<file path="src/rtl/riot_pkg.sv">
// Shared definitions for the 6532 RIOT model.
//   - I/O register offsets selected by ab[1:0] when ab[9]=1, ab[2]=0
//   - timer divider encoding selected by ab[1:0] on a timer write
//   - div_of(): divider ratio (1/8/64/1024) as an 11-bit value
//   - presc_of(): prescaler reload value (ratio - 1)
package riot_pkg;

  localparam logic [1:0] REG_ORA  = 2'd0;
  localparam logic [1:0] REG_DDRA = 2'd1;
  localparam logic [1:0] REG_ORB  = 2'd2;
  localparam logic [1:0] REG_DDRB = 2'd3;

  typedef enum logic [1:0] {
    DIV_1    = 2'd0,
    DIV_8    = 2'd1,
    DIV_64   = 2'd2,
    DIV_1024 = 2'd3
  } div_sel_e;

  function automatic logic [10:0] div_of(input div_sel_e sel);
    logic [10:0] ratio;
    ratio = 11'd1;
    case (sel)
      DIV_1:    ratio = 11'd1;
      DIV_8:    ratio = 11'd8;
      DIV_64:   ratio = 11'd64;
      DIV_1024: ratio = 11'd1024;
      default:  ratio = 11'd1;
    endcase
    return ratio;
  endfunction

  // Largest reload is 1023, so the prescaler only needs 10 bits.
  function automatic logic [9:0] presc_of(input div_sel_e sel);
    return 10'(div_of(sel) - 11'd1);
  endfunction

endpackage

</file>
<file path="src/rtl/riot_ram.sv">
// 128x8 RIOT scratch RAM.
//   eclk  : clock
//   we    : write enable (already qualified with phi2_en and select)
//   addr  : word address
//   wdata : write data
//   rdata : asynchronous read data
// Contents are deliberately not reset.
module riot_ram (
  input  logic       eclk,
  input  logic       we,
  input  logic [6:0] addr,
  input  logic [7:0] wdata,
  output logic [7:0] rdata
);

  logic [7:0] mem [0:127];

  always_ff @(posedge eclk) begin
    if (we) begin
      mem[addr] <= wdata;
    end
  end

  assign rdata = mem[addr];

endmodule

</file>
<file path="src/rtl/riot_6532.sv">
// 6532 RIOT: 128x8 RAM, two 8-bit I/O ports with direction registers and
// an 8-bit interval timer with selectable prescaler and interrupt.
//   eclk, ereset      : emulation clock, asynchronous active-low reset
//   phi2_en           : one-eclk strobe at the end of each CPU phi2 cycle
//   ab, rw, db_i      : CPU address, direction (1 = read), write data
//   db_o, db_oe       : read data and its drive enable
//   pa_i/pb_i         : port input pins
//   pa_o/pb_o         : output registers ORA/ORB
//   pa_oe/pb_oe       : direction registers DDRA/DDRB (1 = output)
//   irq_n             : active-low timer interrupt
module riot_6532
  import riot_pkg::*;
(
  input  logic        eclk,
  input  logic        ereset,
  input  logic        phi2_en,
  input  logic [12:0] ab,
  input  logic        rw,
  input  logic [7:0]  db_i,
  output logic [7:0]  db_o,
  output logic        db_oe,
  input  logic [7:0]  pa_i,
  input  logic [7:0]  pb_i,
  output logic [7:0]  pa_o,
  output logic [7:0]  pb_o,
  output logic [7:0]  pa_oe,
  output logic [7:0]  pb_oe,
  output logic        irq_n
);

  logic       sel;
  logic       bus_wr;
  logic       ram_we;
  logic       io_we;
  logic       tmr_we;
  logic       intim_rd;
  logic       underflow;
  logic [7:0] ram_rdata;

  logic [7:0] ora_reg, ddra_reg, orb_reg, ddrb_reg;
  logic [7:0] timer_reg;
  logic [9:0] presc_reg;
  logic       flag_reg;
  logic       ie_reg;
  logic       running_reg;
  div_sel_e   div_sel_reg;

  // Address lines not decoded by this part.
  logic unused_ab;
  assign unused_ab = &{1'b0, ab[11:10], ab[8]};

  assign sel      = !ab[12] && ab[7];
  assign bus_wr   = phi2_en && sel && !rw;
  assign ram_we   = bus_wr && !ab[9];
  assign io_we    = bus_wr && ab[9] && !ab[2];
  assign tmr_we   = bus_wr && ab[9] && ab[2] && ab[4];
  assign intim_rd = phi2_en && sel && rw && ab[9] && ab[2] && !ab[0];

  riot_ram u_ram (
    .eclk  (eclk),
    .we    (ram_we),
    .addr  (ab[6:0]),
    .wdata (db_i),
    .rdata (ram_rdata)
  );

  always_ff @(posedge eclk or negedge ereset) begin
    if (!ereset) begin
      ora_reg  <= 8'h00;
      ddra_reg <= 8'h00;
      orb_reg  <= 8'h00;
      ddrb_reg <= 8'h00;
    end else if (io_we) begin
      case (ab[1:0])
        REG_ORA:  ora_reg  <= db_i;
        REG_DDRA: ddra_reg <= db_i;
        REG_ORB:  orb_reg  <= db_i;
        REG_DDRB: ddrb_reg <= db_i;
        default:  ;
      endcase
    end
  end

  // The timer only counts once it has been written since reset, so a reset
  // in the middle of a countdown leaves it parked at zero.
  assign underflow = phi2_en && running_reg && (presc_reg == 10'd0) &&
                     (timer_reg == 8'h00);

  always_ff @(posedge eclk or negedge ereset) begin
    if (!ereset) begin
      timer_reg   <= 8'h00;
      presc_reg   <= 10'd0;
      flag_reg    <= 1'b0;
      ie_reg      <= 1'b0;
      running_reg <= 1'b0;
      div_sel_reg <= DIV_1024;
    end else if (tmr_we) begin
      // A write beats an underflow on the same edge.
      timer_reg   <= db_i;
      presc_reg   <= presc_of(div_sel_e'(ab[1:0]));
      div_sel_reg <= div_sel_e'(ab[1:0]);
      flag_reg    <= 1'b0;
      ie_reg      <= ab[3];
      running_reg <= 1'b1;
    end else if (phi2_en) begin
      if (running_reg) begin
        if (presc_reg != 10'd0) begin
          presc_reg <= presc_reg - 10'd1;
        end else begin
          timer_reg <= timer_reg - 8'd1;
          if (timer_reg == 8'h00) begin
            // After wrapping the timer counts down once per phi2.
            div_sel_reg <= DIV_1;
            presc_reg   <= 10'd0;
          end else begin
            presc_reg <= presc_of(div_sel_reg);
          end
        end
      end
      // Underflow wins over the clearing INTIM read.
      if (underflow) begin
        flag_reg <= 1'b1;
      end else if (intim_rd) begin
        flag_reg <= 1'b0;
      end
    end
  end

  always_comb begin
    db_o = 8'h00;
    if (!ab[9]) begin
      db_o = ram_rdata;
    end else if (!ab[2]) begin
      case (ab[1:0])
        REG_ORA:  db_o = (ora_reg & ddra_reg) | (pa_i & ~ddra_reg);
        REG_DDRA: db_o = ddra_reg;
        REG_ORB:  db_o = (orb_reg & ddrb_reg) | (pb_i & ~ddrb_reg);
        REG_DDRB: db_o = ddrb_reg;
        default:  db_o = 8'h00;
      endcase
    end else if (!ab[0]) begin
      db_o = timer_reg;
    end else begin
      db_o = {flag_reg, 7'b0};
    end
  end

  assign db_oe = sel && rw;
  assign pa_o  = ora_reg;
  assign pb_o  = orb_reg;
  assign pa_oe = ddra_reg;
  assign pb_oe = ddrb_reg;
  assign irq_n = !(flag_reg && ie_reg);

endmodule

</file>
<file path="config.mk">
export PLATFORM = sky130hd
export DESIGN_NAME = riot_6532
export DESIGN_NICKNAME = d
export VERILOG_FILES = /design/src/rtl/riot_pkg.sv /design/src/rtl/riot_ram.sv /design/src/rtl/riot_6532.sv
export SDC_FILE = /design/constraint.sdc
export NUM_CORES = 1
export LEC_CHECK = 0
export CAP_MARGIN = 20
export CORE_ASPECT_RATIO = 1.2
export CORE_MARGIN = 2
export CORE_UTILIZATION = 30
export DETAILED_ROUTE_END_ITERATION = 12
export SLEW_MARGIN = 20
export SYNTH_ARGS = -nofsm -noshare
export SYNTH_HDL_FRONTEND = slang
export SYNTH_SLANG_ARGS = --single-unit
</file>
<file path="constraint.sdc">
create_clock -name eclk -period 6.4 [get_ports eclk]
set_input_delay 0.64 -clock eclk [delete_from_list [all_inputs] [get_ports eclk]]
set_output_delay 0.64 -clock eclk [all_outputs]
set_load 0.1 [all_outputs]
</file>
# After elaboration in Yosys (flattened, before gate mapping)

Memories as Yosys holds them, arrays and structs flattened.
Index checks and enable logic that the tools add are counted.
Widths: inputs -> output; s select.

Register bits: 55
Latch bits: 0
Memory bits (writable): 1,024
Bits in read-only memories: 0
Bits of input ports: 41
Output and inout bits: 42
Word-level logic and storage cells: 102
Memories: 1

Add/subtract/negate cells: 4
Multipliers: 0
Div/mod/pow operators: 0
$lt $le $gt $ge: 0
Equal/unequal tests: 7
Shifts and indexed selects: 0
Mux-type cells: 32
Bitwise gates (word level): 8
Reductions and logical operators: 40

Memories:

| name      | words | bits a word | rd ports | clocked after Yosys merged registers in | write ports | RTL line       | source |
|---|---|---|---|---|---|---|---|
| u_ram.mem | 128   | 8           | 1        | 0                                       | 1           | riot_ram.sv:16 | `logic [7:0] mem [0:127];` |

Operators with widths:

| cell                  | count |
|---|---|
| $mux 10               | 11 |
| $pmux 10 s4           | 2 |
| $mux 8                | 7 |
| $and 8x8->8           | 4 |
| $pmux 8 s4            | 1 |
| $sub 10x1->10 const B | 3 |
| $logic_and 1x1->1     | 17 |
| $not 8->8             | 2 |
| $or 8x8->8            | 2 |
| $reduce_and 2->1      | 6 |
| $logic_not 10->1      | 1 |
| $mux 2                | 5 |
| $reduce_bool 10->1    | 1 |
| $eq 2x2->1 const B    | 4 |
| $logic_not 8->1       | 1 |
| $sub 8x1->8 const B   | 1 |
| $logic_not 1->1       | 6 |
| $mux 1                | 6 |
| $reduce_bool 2->1     | 3 |
| $eq 2x1->1 const B    | 2 |
| $logic_not 2->1       | 2 |
| $reduce_and 4->1      | 1 |
| $reduce_and 3->1      | 1 |
| $reduce_bool 3->1     | 1 |
| $ne 2x2->1 const B    | 1 |

# Longest topological paths before layout

Word-level depth: 14
Mapped depth: 12
Gate-level depth less buffers: 8

# Modules after synthesis

A second synthesis with hierarchy kept.

Cells, all modules: 2,822
Area, all modules: 43,643.1 µm²

By module, submodules not included:

| module    | times used | cells an instance | area an instance (µm²) | seq. area each (µm²) |
|---|---|---|---|---|
| riot_ram  | 1          | 2,467             | 40,273.6               | 30,749.5 |
| riot_6532 | 1          | 355               | 3,369.5                | 1,378.8 |

# Worst setup path before layout

No wires, ideal clock.

Kind: input-to-output
Start: input ab[0]
End: output db_o[1]
Arrival: 3.804 ns
Data required time: 5.760 ns
Path slack: 1.956 ns
Stages: 10
Buffers on the path: 6
Cells stage by stage: buf_4 buf_4 buf_4 buf_4 buf_4 buf_4 nor2_1 a211oi_1 o21ai_0 a32oi_1

Cells in the longest elaborated chain, start to end: 4
Elaborated cells between the ends (all ways): 9
Classes of those cells: eq/ne: 3; mux: 4; reduce/logical: 1; memory: 1

RTL lines:

| item                                                  | RTL line         | source |
|---|---|---|
| start: declaration                                    | riot_6532.sv:17  | `input logic [12:0] ab,` |
| branches (longest 3 deep; another with $mem_v2 128x8) | -                |  |
| $mux 8 *                                              | riot_6532.sv:131 | `if (!ab[9]) begin` |
| end: declaration                                      | riot_6532.sv:20  | `output logic [7:0] db_o,` |

Every way passes the cells marked *.

# Worst setup path after layout

Start: input ab[4]
End: output db_o[0]

Cells in the longest elaborated chain, start to end: 2

RTL lines:

| item          | RTL line |
|---|---|
| $mem_v2 128x8 | - |
| $mux 8        | riot_6532.sv:131 |

Every way passes these cells.

==> results.yml <==
run_status:
  outcome: "finished clean"
synthesis:
  synth-seq-cells: 1079
  yosys_warnings: 0
  syn_nets: 2443
  yosysSeqAreaShare_pct: 74.3
  synthAdderAreaFrac_pct: 0.116
  ys.flop_type: "edfxtp_1"
  synth.area.top_cells: "edfxtp_1 71%, mux4_2 8.8%, mux2i_1 3.2%"
  synthMuxAreaShare_pct: 13.3
  syn-cell-area_um2: 43200
  yosys.area.top_type_share_pct: 71.1
  synth-compound-area-share_pct: 5.45
  synth_top_family_by_area: "multiplexers"
  synthArstFlopShare_pct: 5.10
  synth_xor_area_share_pct: 0.122
  synthCells: 2398
  ys_types: 72
  syn_avg_cell_area_um2: 18.0
  yosysTopAreaCell: "edfxtp_1"
  synthSimpleGateAreaFrac_pct: 4.84
  synth_edf_count: 1024
final_layout:
  num-nets-final: 2546
  fin_util_pct: 34.6
  largest_register_ffs: 1024
  synthToLayoutAreaGrowth_pct: 14.4
  final_layout_size_suffix_gt1_share_pct: 18.4
  fin_cells: 4511
  fillers: 13500
floorplanning:
  dieWidth_um: 351
  coreArea_um2: 143000
  ios: 83
  initial_core_util_pct: 30.2
  rows: 152
  die_h_um: 420
  die_area_um2: 147000
clock_network:
  ctsResizeCount: 0
  clk_pin_slew_ps: 70
  root_buffer: "clkbuf_16"
  cts_hold_buf: 0
  cts_setup_buffers: 0
  cts_sinks: 1079
  clk_path_buf_depth: 3
  cts_tree: "done"
  numCtsBuffers: 101
  cts_max_level: 3
  clkLatencyLatePin_ps: 700
hold_path:
  hold_path.class: "input pin to async pin"
worst_setup_path:
  r2r_cells: 8
  cp-start-kind: "input pin"
  worstSetupEndpointType: "output port"
  path_class: "input pin to output port"
  critPathArrivalTime_ps: 4500
  critPathRequiredTime_ps: 5760
  worstPathMaxFanout: 46
global_route:
  grt_pass1_wl_um: 162000
  antenna_found_initial: 8
  grt_pass1_vias: 22900
  overflow: 0
  grt_max_degree: 85
  grt_usage_pct: 15.1
sta:
  fin_crit_sh_pct: 80.3
  fin_setup_tns_ps: 0
  fin_worst_skew_ps: 6.96
  period_needed_ps: 5140
  worstMarginPinSlew_ps: 1120
  hold_viol_final: 0
  final_max_slew_viol_count: 0
  clock.fmax_mhz: 195
  rsz0062_at_grt: "false"
  max_slew_margin_pct: 25.3
  setup_viol: 0
power:
  vdd_drop_max_mv: 0.230
  cellLeakagePower_nw: 15.5
  p_total_w: 0.0150
  powerDensity_nw_per_um2: 304
route:
  routedWlPerCell_um: 25.0
  viasPerCell: 5.10
  drtPass1Iterations: 7
  drtIter0Drc: 2294
  drt_wl_total_um: 113000
  antenna_left: 0
  drcViolationCount: 0
  num_vias: 23000
placement:
  hpwl_um: 70200
  place.gp.congestion: 0.810
  io_buffer_count: 79
  dp_cells: 4323
run:
  maxCapViolCount: 0
[cells in the final DEF (no fill, tap or decap), drive strengths merged, types with 5 or more instances in the layout]
cell type	Yosys	final
a211oi	5	5
a21oi	78	78
a22o	7	7
a22oi	21	21
a31oi	11	11
a41oi	12	12
and2	9	9
and3b	5	5
buf	85	87
bufinv	0	7
clkbuf	59	122
clkdlybuf4s50	0	57
clkinv	0	49
clkinvlp	0	7
dfrtp	53	53
edfxtp	1024	1024
inv	13	14
mux2	52	52
mux2i	140	140
mux4	168	168
nand2	87	87
nand2b	7	7
nand3	76	76
nand3b	16	16
nand4	10	10
nor2	176	176
nor2b	11	11
nor3	16	16
nor4	8	8
o21ai	49	49
o22ai	71	71
o2bb2ai	43	43
o31ai	5	5
[area by class of cell]
class / count / area, um2 / share of cell area (%)
Timing Repair Buffer: 144 / 1300 / 2.62
Tap cell: 1925 / 2410 / 4.87
Clock inverter: 64 / 526 / 1.06
Inverter: 13 / 50.0 / 0.101
Sequential cell: 1079 / 32100 / 64.9
Multi-Input combinational cell: 1162 / 10300 / 20.9
Clock buffer: 122 / 2710 / 5.48
Antenna cell: 2 / 5.00 / 0.0101
[cells by family after synthesis]
group                    after synthesis
XOR/XNOR                               6
buffers and inverters                157
AND/OR/NAND/NOR                      444
flip-flops                          1079
multiplexers                         360
AO/OA/AOI/OAI                        348
adder cells (fa/ha/maj)                4
[worst max-delay path, stage by stage]
cell,delay [ps]
buf_2,360
buf_4,630
nand2_1,850
a21oi_1,350
o22ai_1,110
a41oi_1,610
a2111oi_2,60
a21oi_1,450
buf_4,390
[path summary, 6_finish.rpt]
kind	startpoint	endpoint	slack (ps)
max	ab[4]	db_o[0]	1260
min	ereset	pa_o[4]	70
max reg2reg	presc_reg[0]	timer_reg[7]	3570
min reg2reg	ie_reg	ie_reg	500
max in group asynchronous	ereset	pa_o[6]	5830
min in group eclk	db_i[2]	u_ram.mem[44][2]	480
[metal layers]
metal | track usage (%) | up-vias | part of all wire (%)
met5 | 0 | - | 0.060
met4 | 4.84 | 10 | 2.8
met3 | 3.36 | 170 | 7.4
met2 | 25.8 | 879 | 50
met1 | 19.1 | 12000 | 40
li1 | - | 9954 | -
[through the flow]
stage | hold WS (ps) | area [um2] | setup WS [ps]
final | 71.1 | 49500 | 1260
after global routing | 131 | 49500 | 1220
after CTS | 59.2 | 49500 | 1330
after detailed placement | 484 | 46200 | 1340
after global placement | 481 | 46200 | 1340
after floorplan | 344 | 43200 | 1960
[where the power goes]
part           switching, W  internal (W)  leakage, nW
logic              0.000826      0.000389         4.02
clock network       0.00262       0.00330         1.57
registers         0.0000833       0.00780         9.93
[synth_stat cells (all sizes together), types with 4 or more instances]
cell type  instances
mux4             168
a41oi             12
nand3b            16
nor2b             11
dfrtp             53
a22o               7
and3b              5
edfxtp          1024
and2               9
nor3              16
nor2             176
mux2i            140
o21ai             49
a211oi             5
nand4             10
nand3             76
a31oi             11
nand2             87
a21oi             78
inv               13
nor4               8
a22oi             21
ha                 4
a32o               4
o31ai              5
o22ai             71
mux2              52
nand2b             7
buf               85
o2bb2ai           43
clkbuf            59
No activity file was read; power rests on OpenSTA's default activity.
